## config.mk

```make
export PLATFORM = sky130hd
export DESIGN_NAME = apb_master_bridge
export DESIGN_NICKNAME = d
export VERILOG_FILES = /design/src/rtl/apb_pkg.sv /design/src/rtl/apb_wait_timer.sv /design/src/rtl/apb_master_bridge.sv
export SDC_FILE = /design/constraint.sdc
export NUM_CORES = 1
export LEC_CHECK = 0
export BUFFER_PORTS_ARGS = -buffer_cell sky130_fd_sc_hd__buf_2
export CORE_ASPECT_RATIO = 1.1
export CORE_MARGIN = 2
export CORE_UTILIZATION = 50
export CTS_CLUSTER_DIAMETER = 30
export DETAILED_ROUTE_END_ITERATION = 10
export GPL_ROUTABILITY_DRIVEN = 0
export GPL_TIMING_DRIVEN = 0
export PLACE_DENSITY_LB_ADDON = 0.05
export SYNTH_ARGS = -nofsm -noshare
export SYNTH_HDL_FRONTEND = slang
export SYNTH_SLANG_ARGS = --single-unit
```

## constraint.sdc

```tcl
create_clock -name pclk -period 4.9 [get_ports pclk]
set_input_delay 0.98 -clock pclk [delete_from_list [all_inputs] [get_ports pclk]]
set_output_delay 0.98 -clock pclk [all_outputs]
set_load 0.01 [all_outputs]
```

## src/rtl/apb_pkg.sv

```systemverilog
// Shared types and constants for the APB master bridge.
//   apb_state_e : bridge FSM states
//   apb_cmd_t   : one captured request (direction, address, write data)
//   timer_width : width of a saturating wait counter that must reach `cycles`
package apb_pkg;

  localparam int APB_ADDR_W = 8;
  localparam int APB_DATA_W = 8;

  typedef enum logic [1:0] {
    APB_IDLE,
    APB_SETUP,
    APB_ACCESS,
    APB_RESP
  } apb_state_e;

  typedef struct packed {
    logic                  write;
    logic [APB_ADDR_W-1:0] addr;
    logic [APB_DATA_W-1:0] wdata;
  } apb_cmd_t;

  // A zero limit still needs one bit so the counter has a legal width.
  function automatic int timer_width(input int cycles);
    return (cycles < 1) ? 1 : $clog2(cycles + 1);
  endfunction

endpackage

```

## src/rtl/apb_wait_timer.sv

```systemverilog
// Counts ACCESS cycles spent waiting on pready and flags the last permitted one.
//   clk    : clock
//   rst    : asynchronous active-high reset
//   clear  : restart the count (new transfer)
//   inc    : one more wait cycle observed
//   expire : the count already holds TIMEOUT_CYCLES-1, so one more wait
//            cycle reaches the limit; never asserted when TIMEOUT_CYCLES=0
module apb_wait_timer
  import apb_pkg::*;
#(
  parameter int TIMEOUT_CYCLES = 16
) (
  input  logic clk,
  input  logic rst,
  input  logic clear,
  input  logic inc,
  output logic expire
);

  localparam int CNT_W = timer_width(TIMEOUT_CYCLES);
  localparam logic [CNT_W-1:0] CNT_MAX = '1;
  localparam logic [CNT_W-1:0] CNT_LAST =
    CNT_W'((TIMEOUT_CYCLES == 0) ? 0 : TIMEOUT_CYCLES - 1);

  logic [CNT_W-1:0] count;

  always_ff @(posedge clk or posedge rst) begin
    if (rst) begin
      count <= '0;
    end else if (clear) begin
      count <= '0;
    end else if (inc && (count != CNT_MAX)) begin
      count <= count + CNT_W'(1);
    end
  end

  // Depends only on the registered count, so the FSM can combine it with
  // pready without forming a combinational loop through inc.
  assign expire = (TIMEOUT_CYCLES != 0) && (count == CNT_LAST);

endmodule

```

## src/rtl/apb_master_bridge.sv

```systemverilog
// APB initiator: turns one cmd valid/ready request into an APB SETUP/ACCESS
// transfer and returns the outcome on a rsp valid/ready channel.
//   pclk, prst                : clock, asynchronous active-high reset
//   cmd_valid/ready/write/addr/wdata : request channel (single outstanding)
//   rsp_valid/ready/rdata/err/timeout : response channel, held until rsp_ready
//   psel/penable/pwrite/paddr/pwdata  : APB request outputs (all registered)
//   prdata/pready/pslverr             : APB completion inputs
//
// state      | meaning
// APB_IDLE   | waiting for a request, cmd_ready=1
// APB_SETUP  | psel=1, penable=0 for exactly one cycle
// APB_ACCESS | psel=1, penable=1 until pready or timeout
// APB_RESP   | response held; cmd_ready follows rsp_ready
module apb_master_bridge
  import apb_pkg::*;
#(
  parameter int ADDR_W         = APB_ADDR_W,
  parameter int DATA_W         = APB_DATA_W,
  parameter int TIMEOUT_CYCLES = 16
) (
  input  logic              pclk,
  input  logic              prst,
  input  logic              cmd_valid,
  output logic              cmd_ready,
  input  logic              cmd_write,
  input  logic [ADDR_W-1:0] cmd_addr,
  input  logic [DATA_W-1:0] cmd_wdata,
  output logic              rsp_valid,
  input  logic              rsp_ready,
  output logic [DATA_W-1:0] rsp_rdata,
  output logic              rsp_err,
  output logic              rsp_timeout,
  output logic              psel,
  output logic              penable,
  output logic              pwrite,
  output logic [ADDR_W-1:0] paddr,
  output logic [DATA_W-1:0] pwdata,
  input  logic [DATA_W-1:0] prdata,
  input  logic              pready,
  input  logic              pslverr
);

  apb_state_e        state, state_d;
  logic              psel_d, penable_d, pwrite_d;
  logic [ADDR_W-1:0] paddr_d;
  logic [DATA_W-1:0] pwdata_d, rsp_rdata_d;
  logic              rsp_valid_d, rsp_err_d, rsp_timeout_d;
  logic              accept;
  logic              timer_clear, timer_inc, timer_expire;

  // Accepting in RESP while the response is consumed gives the 3-cycle
  // back-to-back period; held low during reset so nothing is taken then.
  assign cmd_ready = !prst && ((state == APB_IDLE) || ((state == APB_RESP) && rsp_ready));
  assign accept    = cmd_valid && cmd_ready;

  apb_wait_timer #(
    .TIMEOUT_CYCLES(TIMEOUT_CYCLES)
  ) u_wait_timer (
    .clk   (pclk),
    .rst   (prst),
    .clear (timer_clear),
    .inc   (timer_inc),
    .expire(timer_expire)
  );

  always_comb begin
    state_d       = state;
    pwrite_d      = pwrite;
    paddr_d       = paddr;
    pwdata_d      = pwdata;
    rsp_valid_d   = rsp_valid;
    rsp_rdata_d   = rsp_rdata;
    rsp_err_d     = rsp_err;
    rsp_timeout_d = rsp_timeout;
    timer_clear   = 1'b0;
    timer_inc     = 1'b0;

    unique case (state)
      APB_IDLE: state_d = APB_IDLE;
      APB_SETUP: state_d = APB_ACCESS;
      APB_ACCESS: begin
        if (pready) begin
          state_d       = APB_RESP;
          rsp_valid_d   = 1'b1;
          rsp_rdata_d   = pwrite ? '0 : prdata;
          rsp_err_d     = pslverr;
          rsp_timeout_d = 1'b0;
        end else begin
          timer_inc = 1'b1;
          if (timer_expire) begin
            state_d       = APB_RESP;
            rsp_valid_d   = 1'b1;
            rsp_rdata_d   = '0;
            rsp_err_d     = 1'b1;
            rsp_timeout_d = 1'b1;
          end
        end
      end
      APB_RESP: begin
        if (rsp_ready) begin
          state_d       = APB_IDLE;
          rsp_valid_d   = 1'b0;
          rsp_rdata_d   = '0;
          rsp_err_d     = 1'b0;
          rsp_timeout_d = 1'b0;
        end
      end
      default: state_d = APB_IDLE;
    endcase

    if (accept) begin
      state_d     = APB_SETUP;
      pwrite_d    = cmd_write;
      paddr_d     = cmd_addr;
      pwdata_d    = cmd_wdata;
      timer_clear = 1'b1;
    end

    // Bus strobes are decoded from the next state so they leave a flop.
    psel_d    = (state_d == APB_SETUP) || (state_d == APB_ACCESS);
    penable_d = (state_d == APB_ACCESS);
  end

  always_ff @(posedge pclk or posedge prst) begin
    if (prst) begin
      state       <= APB_IDLE;
      psel        <= 1'b0;
      penable     <= 1'b0;
      pwrite      <= 1'b0;
      paddr       <= '0;
      pwdata      <= '0;
      rsp_valid   <= 1'b0;
      rsp_rdata   <= '0;
      rsp_err     <= 1'b0;
      rsp_timeout <= 1'b0;
    end else begin
      state       <= state_d;
      psel        <= psel_d;
      penable     <= penable_d;
      pwrite      <= pwrite_d;
      paddr       <= paddr_d;
      pwdata      <= pwdata_d;
      rsp_valid   <= rsp_valid_d;
      rsp_rdata   <= rsp_rdata_d;
      rsp_err     <= rsp_err_d;
      rsp_timeout <= rsp_timeout_d;
    end
  end

endmodule
```

Word-level counts from Yosys, hierarchy flattened
Cells that the tools add are included.
{ "word_totals": {"register_bits": 37, "ram_bits": 0, "elab_cells": 55, "latchBits": 0, "mem_bits_ro": 0, "in_bits": 31, "n_memories": 0, "output_inout_bits": 31} }
{ "classes": {"mul": 0, "eq_ne": 9, "shift": 0, "n_mux": 23, "n_bitwise": 0, "n_reduce_logical": 11, "add_sub_neg": 1, "n_lt_le_gt_ge": 0, "div_mod_pow": 0} }
{ "ops": {"columns": ["operator", "n"], "rows": [
  ["$mux W8", 4],
  ["$pmux W8 S2", 1],
  ["$mux W5", 2],
  ["$mux W1", 8],
  ["$mux W2", 4],
  ["$pmux W2 S4", 1],
  ["$eq A2 B2 Y1 const B", 3],
  ["$pmux W1 S2", 3],
  ["$add A5 B1 Y5 const B", 1],
  ["$eq A5 B4 Y1 const B", 1],
  ["$ne A5 B5 Y1 const B", 1],
  ["$eq A2 B1 Y1 const B", 2],
  ["$logic_and A1 B1 Y1", 4],
  ["$reduce_bool A2 Y1", 2],
  ["$ne A3 B3 Y1 const B", 1],
  ["$reduce_and A3 Y1", 1],
  ["$logic_not A2 Y1", 1],
  ["$logic_or A1 B1 Y1", 2],
  ["$ne A2 B2 Y1 const B", 1],
  ["$logic_not A1 Y1", 1]
]} }

Logic depth before layout (Yosys ltp)
Gate-level depths: netlist (run 1).
{ "logic_depth": {"ltp_word": 8, "mapped_depth": 8, "depth_no_buf": 8} }

Cells and area by module
From an unflattened synthesis (run 1), not the netlist that was laid out.
{ "hier_totals": {"cells_unflattened": 115, "hier_area_um2": 1636.6} }
{ "modules_own_cells": {"columns": ["mod", "n_inst", "cells_per_inst", "seq_area_each_um2", "area_each_um2"], "rows": [
  ["apb_master_bridge", 1, 90, 800.8, 1360.1],
  ["apb_wait_timer", 1, 25, 125.1, 276.5]
]} }

Worst setup path after synthesis (run 1)
OpenSTA, ideal clock, no wires.
{ "synth_path": {"kind": "input to output", "start": "in rsp_ready", "end": "out cmd_ready", "t_required_ps": 3920, "arrival_ps": 1419, "path_stages": 3, "path_slack_ps": 2501, "path_buffers": 0, "cell_sequence": "and3_2 -> nor2_1 -> nor2_1"} }
{ "synth_via": {"elab_chain_len": 3} }
{ "synth_lines": {"columns": ["item", "line_no", "source"], "rows": [
  ["start, declared", "apb_master_bridge.sv:29", "input logic rsp_ready,"],
  ["$logic_and A1 B1 Y1", "apb_master_bridge.sv:53", "assign cmd_ready = !prst && ((state == APB_IDLE) || ((state == APB_RESP) && rsp_ready));"],
  ["$logic_or A1 B1 Y1", "apb_master_bridge.sv:53", null],
  ["$logic_and A1 B1 Y1", "apb_master_bridge.sv:53", null],
  ["end, declared", "apb_master_bridge.sv:24", "output logic cmd_ready,"]
]} }
Every way passes these cells.

Final worst setup path (run 1)
Ends and elaborated chain as after synthesis.

==> run metrics, run 1 <==
status=finished clean; Port Buffers=61; Critical Path AT=1710 ps; gr usage total=17.2%; Synth area leaders=dfrtp_1, mux2_2, a22o_1; nets@finish=218; share of layout cells above drive strength 1=49.5%; final hold vios=0; Critical Path End Type=primary output; Starting Density=51.2%; Via Count=1,137; DR iter-0 viols=33; Worst-path clk slew=100 ps; H-tree Lvls=2; area grow syn2layout=26.3%; initial antenna violation count=0; startpoint types=primary input; register bit total from synthesis=37; CTS resizes=0; GR Overflow Total=0; final worst path period need=2690 ps; FFs w/ async S/R, synth=100%; vias per cell=5.22; post-route cell area=1920 um^2; largest net degree at the start of global routing=38; post-CTS setup repair buffer count=0; Max Buffers Root-to-Sink=2; Crit Path Class=primary input to primary output; first-pass GRT wire length=4.43 mm; RSZ-0062 raised after global routing=no; DRC errors left=0; critical path, cell by cell=buf_2, and3_2, nor2_1, nor2_1, buf_2; dpl ws=2220 ps; Power Dens Cells=583 nW/um^2; Setup TNS Final=0 ps; Post-synth EDFFs=0; Hold WS=501 ps; Total Routed Length=2.84 mm; Final Skew=5.93 ps; Routed Antenna Nets=0; Site Rows=21; Yosys top cell by area=dfrtp_1; most common flop cell mapped by yosys=dfrtp_1; die height=61.9 um; CP required=3920 ps; die width=56.6 um; Synth Area per Inst=13.2 um^2; Commonest cells post-synth=dfrtp_1, mux2_2, a22o_1, nand2_1, nor2_1; hold_buf cts=0; Antenna diodes=0; Max Cap Violations=0; Final WS setup=2210 ps; Setup-failing EPs final=0; VDD IR max=0.376 mV; vias in the first global route=1,046; Seq/Total Area, Yosys=60.9%; relative slew slack=37.3%; clock root buffer master=clkbuf_4; FMAX=371 MHz; Max stage delay on crit path=230 ps; Leak=0.989 nW; Worst-Skew Late Latency=340 ps; I/O Pins=62; synth warn=0; actual transition at the worst max-transition pin=939 ps; WL/cell=13.0 um; worst min path class=flop to flop; Die ar.=3500 um^2; dpl hpwl=2.11 mm; synth unique cells=27; Final period util=55.0%; R2R setup slack=2760 ps; drt first pass iters=4; clk sinks=37; total CTS buffers=5; Crit Path Max Fanout=4; share of the synthesized area in the top cell type=60.9%; post-synthesis cell count=115; total power=1.12 mW; cell with the most instances after synthesis=dfrtp_1; Worst path slowest cell=and3_2; CORE AREA=2970 um^2; fin. max-slew vios=0; Syn Nets=150; CTS tree=yes; Area after DPL=1870 um^2; synthesized area=1520 um^2
[registers in the layout (all words and copies together) (netlist names)]
signal / cells
pwrite: 1
rsp_rdata: 8
rsp_timeout: 1
pwdata: 8
paddr: 8
rsp_err: 1
state: 2
penable: 1
u_wait_timer.count: 5
rsp_valid: 1
psel: 1
[through the flow]
stage | utilization (%) | cells
after global placement | 63.0 | 210
after global routing | 64.7 | 218
after CTS | 64.7 | 218
after detailed placement | 63.0 | 210
after floorplan | - | 115
final | 64.7 | 218
[critical path, delay by kind of cell]
| family | cells | cell delay (ps) |
|---|---|---|
| buf+inv | 2 | 260 |
| simple gates | 3 | 470 |
[layout by cell type (no fill, tap or decap), drive strengths merged, types with 2 or more instances in the layout]
cell / Yosys / layout
clkbuf: 0 / 7
mux2: 17 / 17
a21oi: 5 / 5
nor2: 6 / 6
ha: 4 / 4
buf: 2 / 63
nor2b: 2 / 2
or3: 2 / 2
nand2: 6 / 6
dfrtp: 37 / 37
o21a: 2 / 2
inv: 5 / 5
and3: 2 / 2
nand2b: 2 / 2
o21ai: 5 / 5
a22o: 8 / 8
[logic make-up after synthesis]
logic type,count (synthesis),share of synthesized area (%)
buf+inv,7,2.22
xor+xnor,1,0.576
compound gates,24,11.3
flops,37,60.9
fa+ha+maj,4,3.29
mux,17,12.6
simple gates,25,9.13
[power breakdown]
part,switching (mW),leakage (nW),internal [mW]
logic,0.225,0.503,0.227
registers,0.0746,0.461,0.444
clock network,0.0942,0.0255,0.0566
total,0.393,0.989,0.727
[layout make-up]
type                       count  area (um^2)
sequential                    37          926
tap                           34         42.5
inverter                       5         18.8
multi-input combinational     71          562
buffer                         2         15.0
fill                         260         1050
clock inverter                 1         7.51
timing repair buffer          61          305
clock buffer                   7         45.0
[final timing paths]
| path | endpoint | start | cells past startpoint |
|---|---|---|---|
| setup / recovery | cmd_ready | rsp_ready | 5 |
| hold / removal | rsp_timeout$_DFFE_PP0P_ | rsp_timeout$_DFFE_PP0P_ | 1 |
| setup reg to reg | rsp_rdata[2]$_DFFE_PP0P_ | u_wait_timer.count[0]$_DFFE_PP0P_ | 6 |
| hold reg to reg | rsp_timeout$_DFFE_PP0P_ | rsp_timeout$_DFFE_PP0P_ | 1 |
| max in group asynchronous | u_wait_timer.count[1]$_DFFE_PP0P_ | prst | 2 |
| min in group asynchronous | paddr[2]$_DFFE_PP0N_ | prst | 2 |
[per-layer routing]
metal	up-vias	share of wire [%]	GRT usage [%]
met4	0	1.9	8.16
met3	6	7.0	7.04
met5	-	0	0
met2	40	50	28.9
met1	547	41	19.6
li1	544	-	-
(Power assumes the default switching activity.)
==> run 2: changes to the inputs <==
--- a/config.mk
+++ b/config.mk
@@ -8,7 +8,7 @@
 export BUFFER_PORTS_ARGS = -buffer_cell sky130_fd_sc_hd__buf_2
 export CORE_ASPECT_RATIO = 1.1
 export CORE_MARGIN = 2
-export CORE_UTILIZATION = 50
+export CORE_UTILIZATION = 47
 export CTS_CLUSTER_DIAMETER = 30
 export DETAILED_ROUTE_END_ITERATION = 10
 export GPL_ROUTABILITY_DRIVEN = 0
==> constraint.sdc (replaced) <==
create_clock -name pclk -period 2.5 [get_ports pclk]
set_input_delay 0.5 -clock pclk [delete_from_list [all_inputs] [get_ports pclk]]
set_output_delay 0.5 -clock pclk [all_outputs]
set_load 0.01 [all_outputs]
==> run metrics, run 2 (synthesis results as in run 1) <==
status=finished clean; CP required=2760 ps (-1160 ps); Sequential Power Share=43.5% (-2.8 points); vias per cell=5.07 (-2.7%); Port Buffers=61 (unchanged); DRC errors left=0 (unchanged); fin. max-slew vios=0 (unchanged); die height=63.7 um (+2.9%); Die ar.=3710 um^2 (+6.0%); FMAX=468 MHz; Crit Path Max Fanout=6 (+2); actual transition at the worst max-transition pin=848 ps (-91.1 ps); Setup TNS Final=0 ps (unchanged); Reg area=926 um^2 (unchanged); area grow syn2layout=28.7%; Final WS setup=364 ps (-1840 ps); CTS tree=yes; post-CTS setup repair buffer count=0 (unchanged); largest net degree at the start of global routing=38 (unchanged); NetSw=0.787 mW (+100%); commonest non-fill, non-tap cells in the layout=buf_2, dfrtp_1, mux2_2; Max stage delay on crit path=520 ps (+290 ps); H-tree Lvls=2 (unchanged); Antenna diodes=0 (unchanged); top flop regs=paddr: 8 flops, pwdata: 8 flops, rsp_rdata: 8 flops; Critical Path End Type=flop; critical path, cell by cell=ha_1, and3_1, ha_1, or4b_4, or3_1, a21oi_1; Top cell by count, worst path=ha_1; initial antenna violation count=0 (unchanged); CTS resizes=0 (unchanged); Critical Path AT=2400 ps (+690 ps); startpoint types=flop; relative slew slack=43.3% (+6.1 points); total CTS buffers=5 (unchanged); clock root buffer master=clkbuf_4; first-pass GRT wire length=4.63 mm (+4.5%); nets@finish=218 (unchanged); Worst-path clk slew=120 ps (+20 ps); Max Buffers Root-to-Sink=2 (unchanged); Worst path slowest cell=or4b_4; WP buf/inv=0 (-2); drt first pass iters=3 (-1); VDD IR max=0.731 mV (+94%); vias in the first global route=1,110 (+6.1%); WL/cell=13.0 um (-0.18%); Final Skew=12.6 ps (+6.69 ps); GR Overflow Total=0 (unchanged); share of layout cells above drive strength 1=50.5% (+1.1 points); Final period util=85.4%; dpl hpwl=2.21 mm (+5.1%); Internal=1.55 mW (+110%); gr usage total=16.6% (-0.66 points); dpl ws=377 ps (-1840 ps); Leak=1.01 nW (+1.9%); Power Dens Cells=1190 nW/um^2 (+100%); I/O Pins=62 (unchanged); commonest non-fill, non-tap cell in the layout=buf_2; Site Rows=21 (unchanged); worst min path class=primary input to asynchronous set/reset pin; Setup-failing EPs final=0 (unchanged); hold_buf cts=0 (unchanged); Worst-Skew Late Latency=340 ps (about the same); RSZ-0062 raised after global routing=no; Via Count=1,106 (-2.7%); Routed Antenna Nets=0 (unchanged); final worst path period need=2140 ps; clk sinks=37 (unchanged); Top Family by Delay on Critical Path=simple AND/OR/NAND/NOR gates; final hold vios=0 (unchanged); Max Cap Violations=0 (unchanged); Starting Density=49.5% (-1.8 points); Net Sw Frac=33.6% (-1.5 points); Multi-input gate area=562 um^2 (unchanged); Crit Path Class=flop to flop; CORE AREA=3070 um^2 (+3.5%); share of power burned in combinational logic=37.9% (-2.4 points); die width=58.3 um (+2.9%); fillers=263 (+1.2%); Total Routed Length=2.83 mm (-0.18%); Clock power frac=18.6% (+5.1 points); DR iter-0 viols=15 (-55%)
## run 2: cell count changes in the layout (fill, tap and decap cells not counted), sizes merged
cell,change
clkbuf,-1
bufinv,+1
## run 2: path summary, 6_finish.rpt
kind	startpoint	to	slack, ps	cells past startpoint
worst max-delay path	u_wait_timer.count[0]$_DFFE_PP0P_	u_wait_timer.count[3]$_DFFE_PP0P_	360	6
worst min-delay path	prst	pwdata[3]$_DFFE_PP0N_	280	2
worst max register to register	u_wait_timer.count[0]$_DFFE_PP0P_	u_wait_timer.count[3]$_DFFE_PP0P_	360	6
worst min register to register	rsp_valid$_DFFE_PP0P_	rsp_valid$_DFFE_PP0P_	490	2
max in group asynchronous	prst	u_wait_timer.count[2]$_DFFE_PP0P_	1750	2
min in group pclk	cmd_wdata[3]	pwdata[3]$_DFFE_PP0N_	380	2
## run 2: power by group through the flow
stage / clock network, mW / registers (mW) / logic [mW]
CTS: 0.448 / 1.02 / 0.906
detailed placement: 0 / 1.03 / 0.905
finish: 0.435 / 1.02 / 0.886
global route: 0.477 / 1.05 / 0.975
global placement: 0 / 1.02 / 0.880
floorplan: 0 / 1.13 / 0.441
## run 2: through the flow
step	power [mW]	utilization [%]	instances	hold WS, ps	cell area [um^2]
global placement	1.90	60.8	210	470	1870
detailed placement	1.94	60.8	210	474	1870
floorplan	1.57	-	115	513	1520
finish	2.34	63.7	218	283	1960
global route	2.51	63.7	218	344	1960
CTS	2.37	63.7	218	361	1960
## run 2: layout make-up
type / instances / area share, %
Sequential cell: 37 / 47.3
Multi-Input combinational cell: 71 / 28.7
Timing Repair Buffer: 61 / 15.6
Clock buffer: 6 / 2.62
Tap cell: 34 / 2.17
Clock inverter: 2 / 1.92
Inverter: 5 / 0.958
Buffer: 2 / 0.767
## run 2: routing by layer
metal	part of all wire, %	global-route usage (%)
met5	0	0
met4	1.1	5.23
met3	6.5	6.16
met2	51	27.7
met1	42	19.5
==> run 3: changes to the inputs <==
--- a/config.mk
+++ b/config.mk
@@ -14,6 +14,7 @@
 export GPL_ROUTABILITY_DRIVEN = 0
 export GPL_TIMING_DRIVEN = 0
 export PLACE_DENSITY_LB_ADDON = 0.05
+export RECOVER_POWER = 100
 export SYNTH_ARGS = -nofsm -noshare
 export SYNTH_HDL_FRONTEND = slang
 export SYNTH_SLANG_ARGS = --single-unit
==> run metrics, run 3 (synthesis results as in run 1) <==
vias in the first global route=1,110 (unchanged); CTS resizes=0 (unchanged); VDD IR max=0.711 mV (-2.7%); Worst-Skew Late Latency=340 ps (about the same); met3 Use GR=6.16% (unchanged); drt first pass iters=4 (+1); Final period util=87.6% (+2.2 points); Die ar.=3710 um^2 (unchanged); nets@finish=218 (unchanged); first-pass GRT wire length=4.63 mm (unchanged); hold_buf cts=0 (unchanged); post-CTS setup repair buffer count=0 (unchanged); Setup-failing EPs final=0 (unchanged); gr usage total=16.6% (unchanged); Area after DPL=1870 um^2 (unchanged); Setup TNS Final=0 ps (unchanged); Leak=0.897 nW (-11%); Via Count=1,111 (+0.45%); Critical Path End Type=flop; die height=63.7 um (unchanged); crit path from=u_wait_timer.count[0]$_DFFE_PP0P_; DR iter-0 viols=14 (-1); Max Cap Violations=0 (unchanged); Reg area=926 um^2 (unchanged); commonest non-fill, non-tap cell in the layout=dfrtp_1; Port Buffers=61 (unchanged); post-route cell area=1910 um^2 (-2.6%); Crit Path Max Fanout=6 (unchanged); Starting Density=49.5% (unchanged); clk sinks=37 (unchanged); fillers=280 (+6.5%); M2 GR Usage=27.7% (unchanged); Routed Antenna Nets=0 (unchanged); Max Buffers Root-to-Sink=2 (unchanged); area grow syn2layout=25.3%; Critical Path AT=2460 ps (+60 ps); Reg-to-Reg Start=u_wait_timer.count[0]$_DFFE_PP0P_; startpoint types=flop; WL/cell=13.0 um (+0.39%); Power Dens Cells=1190 nW/um^2 (-0.36%); final core occ=62.0% (-1.7 points); vias per cell=5.10 (+0.45%); Crit Path Class=flop to flop; commonest non-fill, non-tap cells in the layout=dfrtp_1, clkbuf_1, buf_2; dpl hpwl=2.21 mm (unchanged); R2R setup slack=310 ps (-50 ps); status=finished clean; min-delay src=prdata[4]; initial antenna violation count=0 (unchanged); met1 usage=19.5% (unchanged); final hold vios=0 (unchanged); GR Overflow Total=0 (unchanged); FMAX=457 MHz (-2.5%); Site Rows=21 (unchanged); RSZ-0062 raised after global routing=no; Total Routed Length=2.84 mm (+0.39%); top flop regs=paddr: 8 flops, pwdata: 8 flops, rsp_rdata: 8 flops; H-tree Lvls=2 (unchanged); Antenna diodes=0 (unchanged); I/O Pins=62 (unchanged); Final WS setup=310 ps (-54.7 ps); Worst-path clk slew=110 ps (about the same); total power=2.27 mW (-3.0%); relative slew slack=13.0% (-30 points); fin. max-slew vios=0 (unchanged); CTS tree=yes; Final Skew=12.6 ps (-0.0349 ps); share of layout cells above drive strength 1=31.0% (-20 points); largest net degree at the start of global routing=38 (unchanged); final worst path period need=2190 ps (+54.7 ps); total CTS buffers=5 (unchanged); worst min path class=primary input to flop; CORE AREA=3070 um^2 (unchanged); actual transition at the worst max-transition pin=1300 ps (+455 ps); die width=58.3 um (unchanged); dpl ws=377 ps (unchanged); clock root buffer master=clkbuf_4; CP required=2770 ps (about the same); Multi-input gate area=558 um^2 (-0.67%); GR peak layer=met2; DRC errors left=0 (unchanged)
run 3: cell count changes in the layout (fill, tap and decap cells not counted), sizes merged:
cell and change:
buf -34, clkbuf +34
run 3: layout make-up:
type | instances | share of cell area (%)
plain buffers | 2 | 0.394
clock buffers | 6 | 2.69
clock inverters | 2 | 1.97
inverters | 5 | 0.984
multi-input cells | 71 | 29.3
flip-flops and latches | 37 | 48.6
well taps | 34 | 2.23
repair buffers | 61 | 13.9
run 3: worst paths after layout:
kind	end	cells after the start
setup / recovery	u_wait_timer.count[3]$_DFFE_PP0P_	6
hold / removal	rsp_rdata[4]$_DFFE_PP0P_	2
setup reg to reg	u_wait_timer.count[3]$_DFFE_PP0P_	6
hold reg to reg	rsp_valid$_DFFE_PP0P_	2
max in group asynchronous	u_wait_timer.count[2]$_DFFE_PP0P_	2
min in group asynchronous	pwdata[3]$_DFFE_PP0N_	2
run 3: metal layers:
layer | part of all wire [%] | up-vias
met4 | 1.1 | 0
met5 | 0 | -
met2 | 50 | 33
met3 | 6.3 | 4
li1 | - | 553
met1 | 42 | 521
run 3: report_power, final:
group          internal, mW  leakage [nW]  switching (mW)
logic                 0.368         0.392           0.442
registers             0.870         0.461           0.155
clock network         0.238        0.0445           0.199
run 3: critical path, cell delays in order, from the launching register on:
cell	delay (ps)
dfrtp_1	420
ha_1	220
and3_1	210
ha_1	200
or4b_1	560
or3_1	380
a21oi_1	140
run 3: through the flow:
| step | std cells | hold WS, ps |
|---|---|---|
| global route | 218 | 358 |
| floorplan | 115 | 513 |
| global placement | 210 | 470 |
| CTS | 218 | 361 |
| detailed placement | 210 | 474 |
| finish | 218 | 377 |
